<file path="config.mk">
export PLATFORM = sky130hd
export DESIGN_NAME = pipelined_dot_mac
export DESIGN_NICKNAME = d
export VERILOG_FILES = /design/src/rtl/dot_mac_pkg.sv /design/src/rtl/dot_mac_lane.sv /design/src/rtl/pipelined_dot_mac.sv
export SDC_FILE = /design/constraint.sdc
export NUM_CORES = 2
export LEC_CHECK = 0
export ABC_AREA = 0
export CAP_MARGIN = 20
export CORE_ASPECT_RATIO = 0.75
export CORE_MARGIN = 3
export CORE_UTILIZATION = 30
export DETAILED_ROUTE_END_ITERATION = 7
export HOLD_SLACK_MARGIN = 0.03
export SETUP_SLACK_MARGIN = 0.15
export SYNTH_ARGS = -nofsm -noshare
export SYNTH_HDL_FRONTEND = slang
export SYNTH_SLANG_ARGS = --single-unit
</file>
<file path="constraint.sdc">
create_clock -name ap_clk -period 10.2 [get_ports ap_clk]
set_input_delay 1.02 -clock ap_clk [delete_from_list [all_inputs] [get_ports ap_clk]]
set_output_delay 1.02 -clock ap_clk [all_outputs]
set_load 0.01 [all_outputs]
</file>
<file path="src/rtl/dot_mac_pkg.sv">
// Shared sideband type, pipeline constants and extend/saturate helpers for the dot-product MAC.
package dot_mac_pkg;
  localparam int PIPE_DEPTH = 4;
  localparam int BEAT_CNT_W = 16;
  localparam int MAX_W      = 64;

  typedef struct packed {
    logic valid;
    logic first;
    logic last;
  } stage_sb_t;

  function automatic logic [MAX_W-1:0] lo_mask(input int w);
    return (w >= MAX_W) ? {MAX_W{1'b1}} : ((MAX_W'(1) << w) - MAX_W'(1));
  endfunction

  // Widen a w-bit value held in the low bits of v to the full container.
  function automatic logic [MAX_W-1:0] ext_to(input logic [MAX_W-1:0] v, input int w,
                                              input logic sgn);
    logic [MAX_W-1:0] m;
    logic             top;
    m   = lo_mask(w);
    top = |(v & (MAX_W'(1) << (w - 1)));
    return (sgn && top) ? (v | ~m) : (v & m);
  endfunction

  // w-bit add that clamps to the representable range; ovf flags a clamp.
  function automatic logic [MAX_W-1:0] sat_add(input logic [MAX_W-1:0] a, b, input int w,
                                               input logic sgn, output logic ovf);
    logic [MAX_W-1:0] m, hb, r;
    logic [MAX_W:0]   s;
    logic             a_neg, b_neg, r_neg;
    m     = lo_mask(w);
    hb    = MAX_W'(1) << (w - 1);
    s     = {1'b0, a & m} + {1'b0, b & m};
    r     = s[MAX_W-1:0] & m;
    a_neg = |(a & hb);
    b_neg = |(b & hb);
    r_neg = |(r & hb);
    if (sgn) begin
      ovf = (a_neg == b_neg) && (r_neg != a_neg);
      if (ovf) r = a_neg ? hb : (m >> 1);
    end else begin
      ovf = s[MAX_W] || (|(s[MAX_W-1:0] & ~m));
      if (ovf) r = m;
    end
    return r;
  endfunction
endpackage

</file>
<file path="src/rtl/dot_mac_lane.sv">
// One registered lane multiplier, sign- or zero-extending its operands per SIGNED.
module dot_mac_lane #(
  parameter int DATA_WIDTH = 16,
  parameter int SIGNED     = 1
) (
  input  logic                    ap_clk,
  input  logic                    ap_rst,
  input  logic                    en,
  input  logic [DATA_WIDTH-1:0]   a,
  input  logic [DATA_WIDTH-1:0]   b,
  output logic [2*DATA_WIDTH-1:0] p
);
  logic sa, sb;
  (* use_dsp = "yes" *) logic [2*DATA_WIDTH-1:0] p_q;

  assign sa = (SIGNED != 0) && a[DATA_WIDTH-1];
  assign sb = (SIGNED != 0) && b[DATA_WIDTH-1];
  assign p  = p_q;

  // Truncated 2W-bit product of the extended operands is exact in both modes.
  always_ff @(posedge ap_clk) begin
    if (ap_rst) p_q <= '0;
    else if (en) p_q <= {{DATA_WIDTH{sa}}, a} * {{DATA_WIDTH{sb}}, b};
  end
endmodule

</file>
<file path="src/rtl/pipelined_dot_mac.sv">
// LANES-wide dot product accumulated over first/last framed beats, bias added once per frame.
// Optional DOT_MAC_SATURATE_EN: saturating accumulate plus out_sat flag.
module pipelined_dot_mac
  import dot_mac_pkg::*;
#(
  parameter int DATA_WIDTH = 16,
  parameter int LANES      = 4,
  parameter int ACC_WIDTH  = 48,
  parameter int SIGNED     = 1
) (
  input  logic                        ap_clk,
  input  logic                        ap_rst,
  input  logic                        in_valid,
  output logic                        in_ready,
  input  logic [LANES*DATA_WIDTH-1:0] in_a,
  input  logic [LANES*DATA_WIDTH-1:0] in_b,
  input  logic [ACC_WIDTH-1:0]        in_bias,
  input  logic                        in_first,
  input  logic                        in_last,
  output logic                        out_valid,
  input  logic                        out_ready,
  output logic [ACC_WIDTH-1:0]        out_result,
  output logic [BEAT_CNT_W-1:0]       out_beats,
  output logic                        ap_idle
`ifdef DOT_MAC_SATURATE_EN
  ,
  output logic                        out_sat
`endif
);
  localparam int   PROD_W = 2 * DATA_WIDTH;
  localparam logic SGN    = (SIGNED != 0);

  logic                        en;
  stage_sb_t                   s0_sb, s1_sb;
  logic [LANES*DATA_WIDTH-1:0] s0_a, s0_b;
  logic [ACC_WIDTH-1:0]        s0_bias, s1_bias;
  logic [PROD_W-1:0]           s1_prod [LANES];
  logic [ACC_WIDTH-1:0]        s2_sum;
  logic                        s3_valid, s3_last, frame_open, start;
  logic [ACC_WIDTH-1:0]        acc, acc_next;
  logic [BEAT_CNT_W-1:0]       beats;
  logic [PIPE_DEPTH-2:0]       stage_valid;

  assign en       = !(out_valid && !out_ready);
  assign in_ready = en;

  always_ff @(posedge ap_clk) begin
    if (ap_rst) begin
      s0_sb <= '0;
    end else if (en) begin
      s0_sb   <= '{valid: in_valid, first: in_first, last: in_last};
      s0_a    <= in_a;
      s0_b    <= in_b;
      s0_bias <= in_bias;
    end
  end

  for (genvar i = 0; i < LANES; i++) begin : g_lane
    dot_mac_lane #(.DATA_WIDTH(DATA_WIDTH), .SIGNED(SIGNED)) u_lane (
      .ap_clk (ap_clk),
      .ap_rst (ap_rst),
      .en     (en),
      .a      (s0_a[i*DATA_WIDTH +: DATA_WIDTH]),
      .b      (s0_b[i*DATA_WIDTH +: DATA_WIDTH]),
      .p      (s1_prod[i])
    );
  end

  always_ff @(posedge ap_clk) begin
    if (ap_rst) begin
      s1_sb <= '0;
    end else if (en) begin
      s1_sb   <= s0_sb;
      s1_bias <= s0_bias;
    end
  end

  always_comb begin
    s2_sum = '0;
    for (int i = 0; i < LANES; i++)
      s2_sum = s2_sum + ACC_WIDTH'(ext_to(MAX_W'(s1_prod[i]), PROD_W, SGN));
  end

  // A first beat, or any beat with no frame open, restarts the sum from the bias.
  assign start = s1_sb.first || !frame_open;

`ifdef DOT_MAC_SATURATE_EN
  logic beat_sat, frame_sat;
  always_comb begin
    beat_sat = 1'b0;
    if (start)
      acc_next = ACC_WIDTH'(sat_add(MAX_W'(s2_sum), MAX_W'(s1_bias), ACC_WIDTH, SGN, beat_sat));
    else
      acc_next = ACC_WIDTH'(sat_add(MAX_W'(acc), MAX_W'(s2_sum), ACC_WIDTH, SGN, beat_sat));
  end
`else
  always_comb acc_next = start ? (s2_sum + s1_bias) : (acc + s2_sum);
`endif

  always_ff @(posedge ap_clk) begin
    if (ap_rst) begin
      s3_valid   <= 1'b0;
      s3_last    <= 1'b0;
      frame_open <= 1'b0;
      acc        <= '0;
      beats      <= '0;
`ifdef DOT_MAC_SATURATE_EN
      frame_sat  <= 1'b0;
`endif
    end else if (en) begin
      s3_valid <= s1_sb.valid;
      s3_last  <= s1_sb.last;
      if (s1_sb.valid) begin
        acc        <= acc_next;
        beats      <= start ? BEAT_CNT_W'(1) : ((&beats) ? beats : beats + BEAT_CNT_W'(1));
        frame_open <= !s1_sb.last;
`ifdef DOT_MAC_SATURATE_EN
        frame_sat  <= start ? beat_sat : (frame_sat || beat_sat);
`endif
      end
    end
  end

  always_ff @(posedge ap_clk) begin
    if (ap_rst) begin
      out_valid  <= 1'b0;
      out_result <= '0;
      out_beats  <= '0;
`ifdef DOT_MAC_SATURATE_EN
      out_sat    <= 1'b0;
`endif
    end else if (en) begin
      out_valid <= s3_valid && s3_last;
      if (s3_valid && s3_last) begin
        out_result <= acc;
        out_beats  <= beats;
`ifdef DOT_MAC_SATURATE_EN
        out_sat    <= frame_sat;
`endif
      end
    end
  end

  assign stage_valid = {s3_valid, s1_sb.valid, s0_sb.valid};
  assign ap_idle     = !(|stage_valid) && !frame_open && !out_valid;
endmodule

</file>
==> summary.txt <==
Outcome
  – Status: completed

Synth
  – Seq/Total Area, Yosys: 19.60%
  – Post-synthesis net count: about 8300
  – Dominant combinational cell family by area after synthesis: adder cells
  – FFs w/ async S/R, synth: 0%
  – Proportion of synthesized area in mux cells: less than 1%
  – Flops & latches, synth: 490
  – Simple logic cell fraction of the synthesized area: 14.50%
  – Post-synthesis share of cell area spent on xor and xnor gates: 3.077%
  – Yosys warns: 0
  – Post-synthesis instance area: 61490 um^2
  – Cell count after synthesis: 6627
  – Distinct cell type count after synthesis: between 70 and 80
  – Commonest register cell after synthesis: sky130_fd_sc_hd__dfxtp_1
  – Post-synthesis compound-gate area fraction: 7.952%
  – Mean post-synth cell area: 9.279 um^2
  – Number of enable flip-flop cells after synthesis: 224
  – Adder and majority gate portion of the synthesized area: 44.69%

Global route
  – Congestion Overflow GR: 0
  – Global-route met2 utilization: 25.53%
  – GR Layer Usage met3: 2.447%
  – Antenna violations before repair: 10
  – Global router's overall resource usage: around 16%
  – Maximum number of pins on one net before global-route repair: ~130
  – Fraction of met1 tracks used by global routing: 23.73%
  – Layer with the highest usage: met2
  – Wire length of the first global-routing pass: roughly 270000 um
  – Number of global-route vias before repair: around 47000

Die
  – Ports placed on the boundary: 249
  – Die area: ~210000 um^2
  – Number of placement rows: 143
  – Starting density of the core: approximately 30%
  – Die extent in x: 528.8 um
  – Vertical die dimension: 398.1 um
  – Core region area: 203100 um^2

Worst setup path
  – Cells traversed along the worst timing path: nand2_1 -> inv_1 -> fa_1 -> inv_1 -> fa_1 -> fa_1 -> fa_1 -> fa_1 -> fa_1 -> inv_1 -> ha_1 -> a21o_1 -> a211oi_1 -> o21ai_0 -> o21ai_0 -> a211oi_1 -> or3_1 -> a21oi_1 -> o21ai_1 -> or4_1 -> a31oi_1
  – Worst EP required: 10.78 ns
  – Largest incremental delay on the critical path: approximately 0.69 ns
  – Most Frequent Cell on Critical Path: sky130_fd_sc_hd__fa_1
  – Worst Path Max Fanout: 16
  – Startpoint class of the critical path: flop
  – Critical setup path kind: reg2reg
  – Register-to-Register Setup Slack: about 3 ns
  – Data arrival time at the worst-slack endpoint: just under 8 ns
  – Standard cell with the maximum stage delay on the critical path: sky130_fd_sc_hd__edfxtp_1
  – Crit path capture type: flop

Clock tree
  – Post-CTS sizing: 0
  – Clock Latency Late Sink: 0.71 ns
  – Clk root buf: sky130_fd_sc_hd__clkbuf_16
  – Level count of the clock H-tree: 2
  – Post-CTS Setup Repair Bufs: 0
  – TritonCTS clock tree: done
  – Total clock buffers created by CTS: 58
  – Number of clock sinks: 490
  – Hold buffers post-CTS: 0
  – Clock transition time at the flip-flop clock pins of the worst setup and hold paths: 0.07 ns
  – Max clock buf depth: 3

Timing
  – Worst-Margin Slew: 0.9993 ns
  – Number of setup violations in the final report: 0
  – Final cycle utilization of the critical path: 70.68%
  – Pins Over Slew Limit: 0
  – Final critical-path required period: 7.209 ns
  – Unrepaired setup endpoints after global routing: no
  – Maximum operating frequency: around 140 MHz
  – Clk_skew: 0.04624 ns
  – Final hold violations: 0
  – Relative max-transition margin: 32.93%
  – TNS Setup: 0 ns

Cells and area
  – Multi-input combinational cell area: 43240 um^2
  – Fraction of layout instances using a drive strength above 1: 2.203%
  – FF+latch area: 12050 um^2
  – Area growth from synthesis to final layout: 11.70%
  – Layout fillers: around 21000
  – Total number of nets in the final design: 8423

Detailed routing
  – Overall routed net length: 166300 um
  – Number of DRC violations after detailed-routing iteration 0: 2826
  – Vias per cell: 4.685
  – Average detailed-routed wire length per instance: 17.60 um
  – Drt pass-1 iters: 6
  – Total number of vias: 44260
  – Detail Route Antenna Nets: 0
  – Detailed-route DRC error count: 0

Worst hold path
  – Classification of the worst-slack hold path: reg2reg

Place
  – IO Port Bufs: 248
  – Final HPWL from detailed placement: 133500 um
  – GPL Wtd Cong: approximately 0.88

Flow run
  – Maximum Capacitance Violations: 0
[worst paths after layout]
path	cells after the start	to	start
setup / recovery	21	g_lane[0].u_lane.p[31]$_SDFFE_PP0N_	s0_b[1]$_DFFE_PP_
hold / removal	0	s1_bias[11]$_DFFE_PP_	s0_bias[11]$_DFFE_PP_
setup reg to reg	21	g_lane[0].u_lane.p[31]$_SDFFE_PP0N_	s0_b[1]$_DFFE_PP_
hold reg to reg	0	s1_bias[11]$_DFFE_PP_	s0_bias[11]$_DFFE_PP_
[cell usage after synthesis (all sizes together) (116+ instances only)]
master | instances | share of area, %
dfxtp | 266 | 8.7
xnor2 | 162 | 2.3
a21oi | 358 | 2.9
nor2 | 164 | 1.0
and2 | 441 | 4.5
ha | 414 | 8.4
fa | 1114 | 36
clkbuf | 223 | 1.4
inv | 1421 | 8.7
nand2 | 1135 | 6.9
edfxtp | 224 | 11
a21o | 116 | 1.4
[sequential cells by signal (all words and copies together), names as in the netlist]
register / count
g_lane.u_lane.p: 128
s1_sb: 3
beats: 16
out_result: 48
s0_bias: 48
s0_a: 64
out_beats: 16
s0_b: 64
s3_valid: 1
out_valid: 1
s1_bias: 48
s0_sb: 3
frame_open: 1
s3_last: 1
acc: 48
[layout make-up]
class                           count  area share [%]
Clock inverter                     37          0.6102
Tap cell                         2682           4.886
Sequential cell                   490           17.55
Antenna cell                        4         0.01457
Clock buffer                       72           2.390
Timing Repair Buffer              264           3.813
Multi-Input combinational cell   4477           62.96
Inverter                         1422           7.786
[kinds of logic after synthesis]
| kind of cell | after synthesis |
|---|---|
| AND/OR/NAND/NOR | 1954 |
| buffers and inverters | 1660 |
| adder cells (fa/ha/maj) | 1528 |
| AO/OA/AOI/OAI | 776 |
| flip-flops | 490 |
| XOR/XNOR | 216 |
| multiplexers | 3 |
[metal layers]
metal  wire length (um)  vias to the layer above  part of all wire (%)
li1                   -                    20370                     -
met1              79080                    22670                    48
met2              74630                     1066                    45
met3               9841                      152                   5.9
met4               2669                        8                   1.6
met5                 50                        -                 0.030
[cell usage in the layout, fill, tap and decap left out, types with 6 or more instances in the layout]
cell type / Yosys / final
sky130_fd_sc_hd__o31ai_1: 19 / 19
sky130_fd_sc_hd__o211ai_1: 16 / 16
sky130_fd_sc_hd__nand2b_1: 46 / 45
sky130_fd_sc_hd__a21o_1: 116 / 116
sky130_fd_sc_hd__xor2_1: 54 / 54
sky130_fd_sc_hd__o31a_1: 11 / 11
sky130_fd_sc_hd__and2_1: 440 / 439
sky130_fd_sc_hd__inv_6: 0 / 6
sky130_fd_sc_hd__nor2_1: 164 / 163
sky130_fd_sc_hd__o21a_1: 15 / 15
sky130_fd_sc_hd__or3_1: 16 / 16
sky130_fd_sc_hd__nand3_1: 55 / 54
sky130_fd_sc_hd__buf_4: 0 / 15
sky130_fd_sc_hd__inv_1: 1419 / 1419
sky130_fd_sc_hd__a31o_2: 6 / 6
sky130_fd_sc_hd__o21ai_1: 27 / 28
sky130_fd_sc_hd__edfxtp_1: 224 / 224
sky130_fd_sc_hd__a31oi_1: 15 / 15
sky130_fd_sc_hd__o41ai_1: 6 / 6
sky130_fd_sc_hd__clkdlybuf4s50_1: 0 / 247
sky130_fd_sc_hd__nor2b_1: 14 / 12
sky130_fd_sc_hd__fa_1: 1114 / 1114
sky130_fd_sc_hd__o21bai_1: 32 / 32
sky130_fd_sc_hd__ha_1: 414 / 414
sky130_fd_sc_hd__dfxtp_1: 266 / 266
sky130_fd_sc_hd__o21ai_0: 56 / 55
sky130_fd_sc_hd__and3_1: 16 / 16
sky130_fd_sc_hd__nand2_1: 1135 / 1134
sky130_fd_sc_hd__a21oi_1: 357 / 357
sky130_fd_sc_hd__a211o_1: 6 / 6
sky130_fd_sc_hd__clkbuf_16: 0 / 63
sky130_fd_sc_hd__nand4_1: 19 / 19
sky130_fd_sc_hd__a211oi_1: 39 / 39
sky130_fd_sc_hd__xnor2_1: 162 / 162
sky130_fd_sc_hd__nor3_1: 24 / 24
sky130_fd_sc_hd__clkinv_2: 0 / 10
[worst max-delay path: cells and delay by family (launching register included)]
family / cells / cell delay (ns)
adder cells (fa/ha/maj): 7 / 3.54
AO/OA/AOI/OAI: 8 / 1.46
AND/OR/NAND/NOR: 3 / 1.09
flip-flops: 1 / 0.69
buffers and inverters: 3 / 0.33
[stage by stage]
stage               util (%)  hold WS (ns)  instance area (um^2)  instances  worst slack (ns)
floorplan                  -        0.4003                 61490       6627             2.549
global placement       32.80        0.4045                 66620       9335             3.104
detailed placement     32.80        0.4057                 66620       9335             3.049
CTS                    33.82        0.4204                 68680       9444             2.988
global route           33.82        0.4204                 68680       9446             2.487
finish                 33.82        0.4167                 68690       9448             2.991
Power is not shown: default switching activity piles up to over one toggle a cycle in this logic, so the estimate is an artifact.
==> RTL edit (same settings) <==
`SIGNED` is set to 1 in 2 places; all go to 0.
--- a/src/rtl/dot_mac_lane.sv
+++ b/src/rtl/dot_mac_lane.sv
@@ -1,7 +1,7 @@
 // One registered lane multiplier, sign- or zero-extending its operands per SIGNED.
 module dot_mac_lane #(
   parameter int DATA_WIDTH = 16,
-  parameter int SIGNED     = 1
+  parameter int SIGNED     = 0
 ) (
   input  logic                    ap_clk,
   input  logic                    ap_rst,
--- a/src/rtl/pipelined_dot_mac.sv
+++ b/src/rtl/pipelined_dot_mac.sv
@@ -6,7 +6,7 @@
   parameter int DATA_WIDTH = 16,
   parameter int LANES      = 4,
   parameter int ACC_WIDTH  = 48,
-  parameter int SIGNED     = 1
+  parameter int SIGNED     = 0
 ) (
   input  logic                        ap_clk,
   input  logic                        ap_rst,
Function: same outputs for any inputs over 4 cycles, from zero or initial values and one cycle with ap_rst high; that may be too few to reach the edited logic, so the function may still have changed.
==> RTL edit against the unedited design <==
  * Synthesized area fell by 10%
  * Sequential cell count did not move
  * Routed wire length shrank 6.3%
  * Worst hold slack got worse by 0.016 ns
  * Clock skew increased by 0.046 ns
  * Sequential share of layout area grew 1.9 points
  * Setup slack better by 0.27 ns
  * Final area down 9.6%
  * Critical endpoint is now g_lane[2].u_lane.p[24]
  * Highest routed layer is now met4
Power is left out: the tool's default activity adds up to more than one toggle a clock period on the data nets, which glitch-free logic cannot reach.
==> RTL edit: results (changes against the unedited design) <==
* Status: finished clean
* Clk tree area frac at 0.0319 (+0.00191)
* DP Cell Count at 8431 (-9.7%)
* Antenna violations before repair at 5 (-5)
* Buffers excl. clock at 270 (+2.3%)
* Dpl cell area at 60100 µm² (-9.8%)
* Top routing layer in use: met4
* Mapped Area at 55300 µm² (-10%)
* Worst-margin pin slew at 1.04 ns (+0.0400 ns)
* Final GP Congestion at 0.897 (+2.3%)
* Net count, final at 7600 (-9.8%)
* Hold wc startpoint: s0_bias[17]
* Seq cells at 490 (unchanged)
* Vias in the first global route at 42721 (-9.7%)
* Post-synthesis sequential area ratio at 0.218 (+0.0219)
* Sum of routed wire segments on met1 at 73200 µm (-7.4%)
* Sequential share of cell area at 0.194 (+0.0187)
* Met3 WL at 12500 µm (+27%)
* Dpl hpwl at 122000 µm (-8.9%)
* Initial DRC count at 2928 (+3.6%)
* Fillers at 18601 (-10%)
* Post-Synth XOR/XNOR Area at 0.0264 (-0.00432)
* Multi-input gates at 4256 (-4.9%)
* Drt first pass iters at 5 (-1)
* Mapped Nets at 7511 (-9.9%)
* Top cells by area, synth: fa_1 30%, edfxtp_1 12%, ha_1 11%, dfxtp_1 9.6%, nand2_1 7.5%
* WL per Instance at 18.2 µm (+3.7%)
* CP Data Arrival Time at 7.48 ns (-0.31 ns)
* Clk_buf instances at 77 (+6.9%)
* Multi-input combinational area share at 0.621 (-0.00852)
* Largest net degree at the start of global routing at 152 (+18%)
* Adder-cell share of the synthesized area at 0.414 (-0.0330)
* R2R depth at 17 (-19%)
* Layout non-clock buf frac at 0.0429 (+0.00479)
* WL met2 at 67600 µm (-9.4%)
* Compound-Gate Fraction of Synth Area at 0.0895 (+0.00999)
* First-pass GRT wire length at 247000 µm (-9.0%)
* Pre-CTS setup slack at 3.27 ns (+0.220 ns)
[RTL edit: changes by cell type after synthesis, sizes merged, moves of 12 or more]
cell | before | now
inv | 1421 | 1018
a21o | 116 | 81
a31oi | 15 | 27
nand2b | 46 | 34
fa | 1114 | 841
a22o | 2 | 20
nand2 | 1135 | 1111
o21ai | 83 | 123
and2 | 441 | 488
nor2 | 164 | 134
xnor2 | 162 | 112
ha | 414 | 484
[RTL edit: metal layers]
| metal | vias up | track usage |
|---|---|---|
| met5 | - | 0 |
| met4 | 0 | 0.0315 |
| met3 | 151 | 0.0315 |
| met2 | 1394 | 0.253 |
| met1 | 20411 | 0.243 |
| li1 | 19049 | - |
[RTL edit: path summary, 6_finish.rpt]
kind	endpoint	slack [ns]
worst min register to register	s1_bias[17]	0.40
worst min-delay path	s1_bias[17]	0.40
worst max register to register	g_lane[2].u_lane.p[24]	3.26
worst max-delay path	g_lane[2].u_lane.p[24]	3.26
